===== src/rtl/regfile_seq_pkg.sv =====
// regfile_seq_pkg: state encoding and length normalisation shared by regfile_sequencer
package regfile_seq_pkg;
    localparam logic [1:0] IDLE  = 2'd0;
    localparam logic [1:0] LOAD  = 2'd1;
    localparam logic [1:0] DRAIN = 2'd2;
    // A zero or oversize length means "use the whole register file".
    function automatic int norm_len(input int len, input int depth);
        return (len == 0 || len > depth) ? depth : len;
    endfunction
endpackage


===== src/rtl/regfile_sequencer.sv =====
// regfile_sequencer: load-then-drain sequencer for a single-port combinational-read register file
module regfile_sequencer
    import regfile_seq_pkg::*;
#(
    parameter int DATATYPE_SIZE = 8,
    parameter int ADDR_WIDTH    = 6
) (
    input  logic                     CLK,
    input  logic                     RST_N,
    input  logic                     start,
    input  logic [ADDR_WIDTH:0]      len,
    input  logic                     abort,
    input  logic                     in_valid,
    input  logic [DATATYPE_SIZE-1:0] in_data,
    output logic                     in_ready,
    output logic                     out_valid,
    output logic [DATATYPE_SIZE-1:0] out_data,
    output logic                     out_last,
    input  logic                     out_ready,
    output logic [ADDR_WIDTH-1:0]    rf_addr,
    output logic [DATATYPE_SIZE-1:0] rf_wr_data,
    output logic                     rf_we,
    input  logic [DATATYPE_SIZE-1:0] rf_rd_data,
    output logic                     busy,
    output logic                     done
);
    localparam int DEPTH = 2 ** ADDR_WIDTH;
    localparam logic [ADDR_WIDTH:0] LEN_ONE = (ADDR_WIDTH + 1)'(1);
    localparam logic [ADDR_WIDTH:0] LEN_MAX = (ADDR_WIDTH + 1)'(DEPTH);
    logic [1:0] state, state_nx;
    logic [ADDR_WIDTH-1:0] idx, idx_nx;
    logic [ADDR_WIDTH:0] len_q, len_nx;
    logic done_nx, last, hs;
    // Wide compare so a full-depth transaction ends at DEPTH-1 without the counter wrapping.
    assign last = {1'b0, idx} == len_q - LEN_ONE;
    assign hs = (state == LOAD && in_valid) || (state == DRAIN && out_ready);
    always_ff @(posedge CLK or negedge RST_N) begin
        if (!RST_N) begin
            state <= IDLE;
            idx   <= '0;
            len_q <= LEN_MAX;
            done  <= 1'b0;
        end else begin
            state <= state_nx;
            idx   <= idx_nx;
            len_q <= len_nx;
            done  <= done_nx;
        end
    end
    always_comb begin
        state_nx = state;
        idx_nx   = idx;
        len_nx   = len_q;
        done_nx  = 1'b0;
        if (state == IDLE) begin
            if (start && !abort) begin
                state_nx = LOAD;
                idx_nx   = '0;
                len_nx   = (ADDR_WIDTH + 1)'(norm_len(int'(len), DEPTH));
            end
        end else if (abort || state > DRAIN) begin
            state_nx = IDLE;
            idx_nx   = '0;
        end else if (hs) begin
            idx_nx   = last ? '0 : idx + ADDR_WIDTH'(1);
            state_nx = !last ? state : (state == LOAD ? DRAIN : IDLE);
            done_nx  = last && state == DRAIN;
        end
    end
    always_comb begin
        in_ready   = state == LOAD;
        out_valid  = state == DRAIN;
        out_last   = out_valid && last;
        rf_we      = in_ready && in_valid;
        rf_addr    = idx;
        rf_wr_data = in_data;
        out_data   = rf_rd_data;
        busy       = state != IDLE;
    end
endmodule


===== config.mk =====
export PLATFORM = sky130hd
export DESIGN_NAME = regfile_sequencer
export DESIGN_NICKNAME = d
export VERILOG_FILES = /design/src/rtl/regfile_seq_pkg.sv /design/src/rtl/regfile_sequencer.sv
export SDC_FILE = /design/constraint.sdc
export NUM_CORES = 1
export LEC_CHECK = 0
export BUFFER_PORTS_ARGS = -buffer_cell sky130_fd_sc_hd__buf_2
export CAP_MARGIN = 40
export CORE_MARGIN = 2
export CORE_UTILIZATION = 45
export CTS_CLUSTER_SIZE = 10
export DETAILED_ROUTE_END_ITERATION = 6
export GPL_ROUTABILITY_DRIVEN = 1
export PLACE_DENSITY = 0.89
export SLEW_MARGIN = 20
export SYNTH_ARGS = -nofsm -noshare
export SYNTH_HDL_FRONTEND = slang
export SYNTH_SLANG_ARGS = --single-unit

===== constraint.sdc =====
create_clock -name CLK -period 2.7 [get_ports CLK]
set_input_delay 0.675 -clock CLK [delete_from_list [all_inputs] [get_ports CLK]]
set_output_delay 0.675 -clock CLK [all_outputs]
set_load 0.01 [all_outputs]

* Word level (Yosys, flattened, before mapping)
Index checks and enable logic that the tools add are counted.
** Cells by class
- Add/sub/neg operators :: 2
- Multiply operators :: 0
- Div/mod/pow operators :: 0
- Magnitude comparators :: 2
- Equal/unequal tests :: 4
- Shift operators :: 0
- Multiplexer cells :: 15
- Bitwise logic cells :: 0
- Reductions and logical operators :: 16
** Operator list (count)
- two-way mux 6 bit :: 5
- two-way mux 2 bit :: 6
- equality test 6 x 7 -> 1 bit :: 1
- > comparator 7 bit (second input constant) :: 1
- zero test 7 bit :: 1
- two-way mux 7 bit :: 1
- subtractor 7 x 1 -> 7 bit (second input constant) :: 1
- adder 6 x 1 -> 6 bit (second input constant) :: 1
- nonzero test 3 bit :: 2
- logical AND 1 bit :: 4
- AND reduction 2 bit :: 2
- logical OR 1 bit :: 3
- two-way mux 1 bit :: 3
- AND reduction 3 bit :: 1
- equality test 2 x 1 -> 1 bit (second input constant) :: 1
- equality test 2 bit (second input constant) :: 1
- > comparator 2 bit (second input constant) :: 1
- zero test 2 bit :: 1
- != test 2 x 1 -> 1 bit (second input constant) :: 1
- nonzero test 2 bit :: 1
- zero test 1 bit :: 1
** Word-level totals
- Bits in registers :: 16
- Bits in latches :: 0
- Memory bits (writable) :: 0
- Memory bits (read-only) :: 0
- Input bits :: 29
- Output and inout bits :: 28
- Logic and storage cells :: 43
- Memories :: 0

* Longest topological paths before layout
- Depth after elaboration :: 6
- Depth in mapped cells :: 8

* Worst setup path after synthesis
Ideal clock, no wire load.
- Path type :: reg-to-output
- Start :: register len_q[0]
- End :: output port out_last
- Data arrival time :: 1.579 ns
- Setup slack :: 0.446 ns
- Cell stages (with the launch flop) :: 7
- Path through :: dfrtp_1 > inv_1 > ha_1 > xnor2_1 > a2111oi_4 > nand3_2 > nor2_1
** On the way
- Cells in the longest elaborated chain, start to end :: 3
** Ends and longest elaborated chain
- from (decl) :: RTL line regfile_sequencer.sv:32 : logic [ADDR_WIDTH:0] len_q, len_nx;
- from (signal assigned) :: RTL line regfile_sequencer.sv:46 : len_q <= len_nx;
- subtractor 7 x 1 -> 7 bit :: RTL line regfile_sequencer.sv:35 : assign last = {1'b0, idx} == len_q - LEN_ONE;
- equality test 6 x 7 -> 1 bit :: RTL line regfile_sequencer.sv:35
- logical AND 1 bit :: RTL line regfile_sequencer.sv:73 : out_last = out_valid && last;
- to (decl) :: RTL line regfile_sequencer.sv:18 : output logic out_last,
Every way passes these cells.

* Worst setup path after layout
- Start :: register len_q[2]
- End :: output port out_last
Same word-level chain as after synthesis.

==> metrics.md <==
| Metric | Value |
|---|---|
| Outcome | `finished clean` |
| Hold/Removal Path Class | `in2async` |
| Synth Flop Type | `dfrtp_1` |
| Ranking of synthesized cells by area | `dfrtp_1 33%, buf_4 11%, nand2b_1 6.7%` |
| R2R setup slack | `550 ps` |
| Placed cells | `169` |
| CTS tree | `built` |
| Mapped Area | `1130 um^2` |
| Synthesized area per cell | `8.55 um^2` |
| Synth area leader | `dfrtp_1` |
| Most frequent cell after synthesis | `buf_4` |
| Critical Path RT | `2030 ps` |
| Max-slew violations | `0` |
| Number of global-route vias before repair | `865` |
| Highest clock rate | `376 MHz` |
| Max Root-Sink Buffers | `2` |
| # IOs | `57` |
| Drt drc | `0` |
| Final WS setup | `43.3 ps` |
| Largest net degree at the start of global routing | `17` |
| Final wirelength | `2.41 mm` |
| Sequential fraction of the synthesis area | `0.356` |
| Max-cap violations | `0` |
| Clock buffer count from CTS | `3` |
| Width of the die | `54.1 um` |
| Clock sinks | `16` |
| Drt wl/cell | `13.6 um` |
| CTS clk-pin slew, worst paths | `90 ps` |
| Flops & latches, synth | `16` |
| Synth Net Count | `163` |
| Post-DRT Antenna Nets | `0` |
| Post-layout min period | `2660 ps` |
| GRT Overall Usage | `0.177` |
| Vias per cell | `5.46` |
| Area share of the leading cell type in the synthesized netlist | `0.333` |
| Number of distinct library cells after synthesis | `34` |
| Pre-CTS setup slack | `277 ps` |
| Die span in y | `54.1 um` |
| Final GP Congestion | `0.787` |
| Asr flop ratio synth | `1.00` |
| ANT cells | `0` |
| Share of layout cells above drive strength 1 | `0.286` |
| WS Path Type | `reg2out` |
| Leak pwr | `0.580 nW` |
| Initial Utilization | `0.464` |
| PwrDens | `529 nW/um^2` |
| Area grow syn2layout | `9.31%` |
| CP endpoint kind | `primary output` |
| Final setup fails | `0` |
| CTS Root Cell | `clkbuf_4` |
| Max FO, Critical Path | `6` |
| Via count | `967` |
| Arrival @ worst endpoint | `1980 ps` |
| Fin cells | `177` |
| Area of the core | `2430 um^2` |
| Synth warnings | `0` |
| Synth Instances | `132` |
| Skew final | `6.98 ps` |
| # nets final | `179` |
| Row count | `18` |
| IO buf count | `24` |
| Drt first pass iters | `4` |
| Final Core Density | `0.507` |
| EDFF count, synth | `0` |
| Final hold violations | `0` |
| Slew HR | `0.592` |
| Total gr overflow | `0` |
| Die area | `2920 um^2` |
| Global-route wire length before repair | `3.69 mm` |
| Worst skew pair latency | `290 ps` |
| Initial antenna violation count | `0` |
| Synth top cells by count | `16 x buf_4, 15 x dfrtp_1, 13 x nand2_1` |
| DPL Wire Length | `1.81 mm` |
| Worst-margin pin slew | `613 ps` |
| Startpoint Class | `flop` |
| Htree depth | `1` |
| Crit share post-route | `0.984` |
| VDD IR max | `320 uV` |
| Number of DRC markers in iteration 0 | `11` |
==> critical path, cell delays in order, from the launching register on <==
cell	delay (ps)
dfrtp_1	460
nor2_1	250
nand3_1	170
a2111oi_4	370
nand3_2	150
nor2_1	150
buf_2	150
==> layout make-up <==
cell class              instances  area [um^2]
multi-input cells              88          573
inverters                      10         37.5
clock buffers                   4         26.3
repair buffers                 29          158
flip-flops and latches         16          402
well taps                      30         37.5
fillers                       237         1200
==> power breakdown <==
part | internal, mW | total [mW] | switching, mW
combinational | 0.0983 | 0.229 | 0.131
clock | 0.0574 | 0.129 | 0.0721
sequential | 0.265 | 0.294 | 0.0294
total | 0.421 | 0.653 | 0.233
==> metal layers <==
layer  global-route usage  wire, um  vias to the layer above
met1                0.183       918                      459
met2                0.311      1280                       33
li1                     -         -                      465
met3               0.0611       158                       10
met5                    0         0                        -
met4                0.100        55                        0
==> placed cells by master, fill, tap and decap left out, types with 2 or more instances in the layout <==
master    count
clkbuf_4      3
nor4_1        2
nand3_2       2
buf_4         5
dfrtp_1      15
nand2_1      13
xor2_1        4
nand3_1       4
xnor2_1       4
o22ai_1       4
or3_1         2
nand2b_1     12
o21ai_1       6
o21ai_0       7
inv_1        10
nor2_1        7
a21oi_1       4
buf_2        24
==> state kept, by name, summed over array words and instances (netlist names) <==
signal   cells
rf_addr      6
state        2
len_q        7
done         1
==> repair_timing <==
action	CTS	global route
gates resized for setup	0	3
buffers inserted	2	2
endpoints found under the hold margin	0	0
pin swaps	1	2
setup endpoints to repair	1	1
hold buffers	0	0
==> stage by stage <==
step                setup TNS, ps  total power [mW]  hold WS, ps  cell area, um^2
finish                          0             0.653          279             1230
global route                -74.9             0.701          293             1230
CTS                             0             0.643          291             1210
detailed placement              0             0.509          495             1160
global placement                0             0.496          479             1160
floorplan                       0             0.475          379             1130
==> logic make-up (layout without fill, tap and decap cells) <==
group | Yosys count | in the layout | synth area share
compound gates | 29 | 29 | 0.186
fa+ha+maj | 2 | 2 | 0.0222
flops | 16 | 16 | 0.356
buf+inv | 28 | 43 | 0.147
xor+xnor | 8 | 8 | 0.0621
simple gates | 49 | 49 | 0.226
==> path summary, 6_finish.rpt <==
path / depth (start not counted) / end / from
setup / recovery: 6 / out_last / len_q[2]
hold / removal: 1 / rf_addr[1] / RST_N
setup reg to reg: 8 / rf_addr[2] / len_q[1]
hold reg to reg: 2 / len_q[6] / len_q[6]
max in group asynchronous: 1 / len_q[6] / RST_N
min in group CLK: 2 / len_q[6] / len_q[6]
Power figures use the tool's default switching activity.
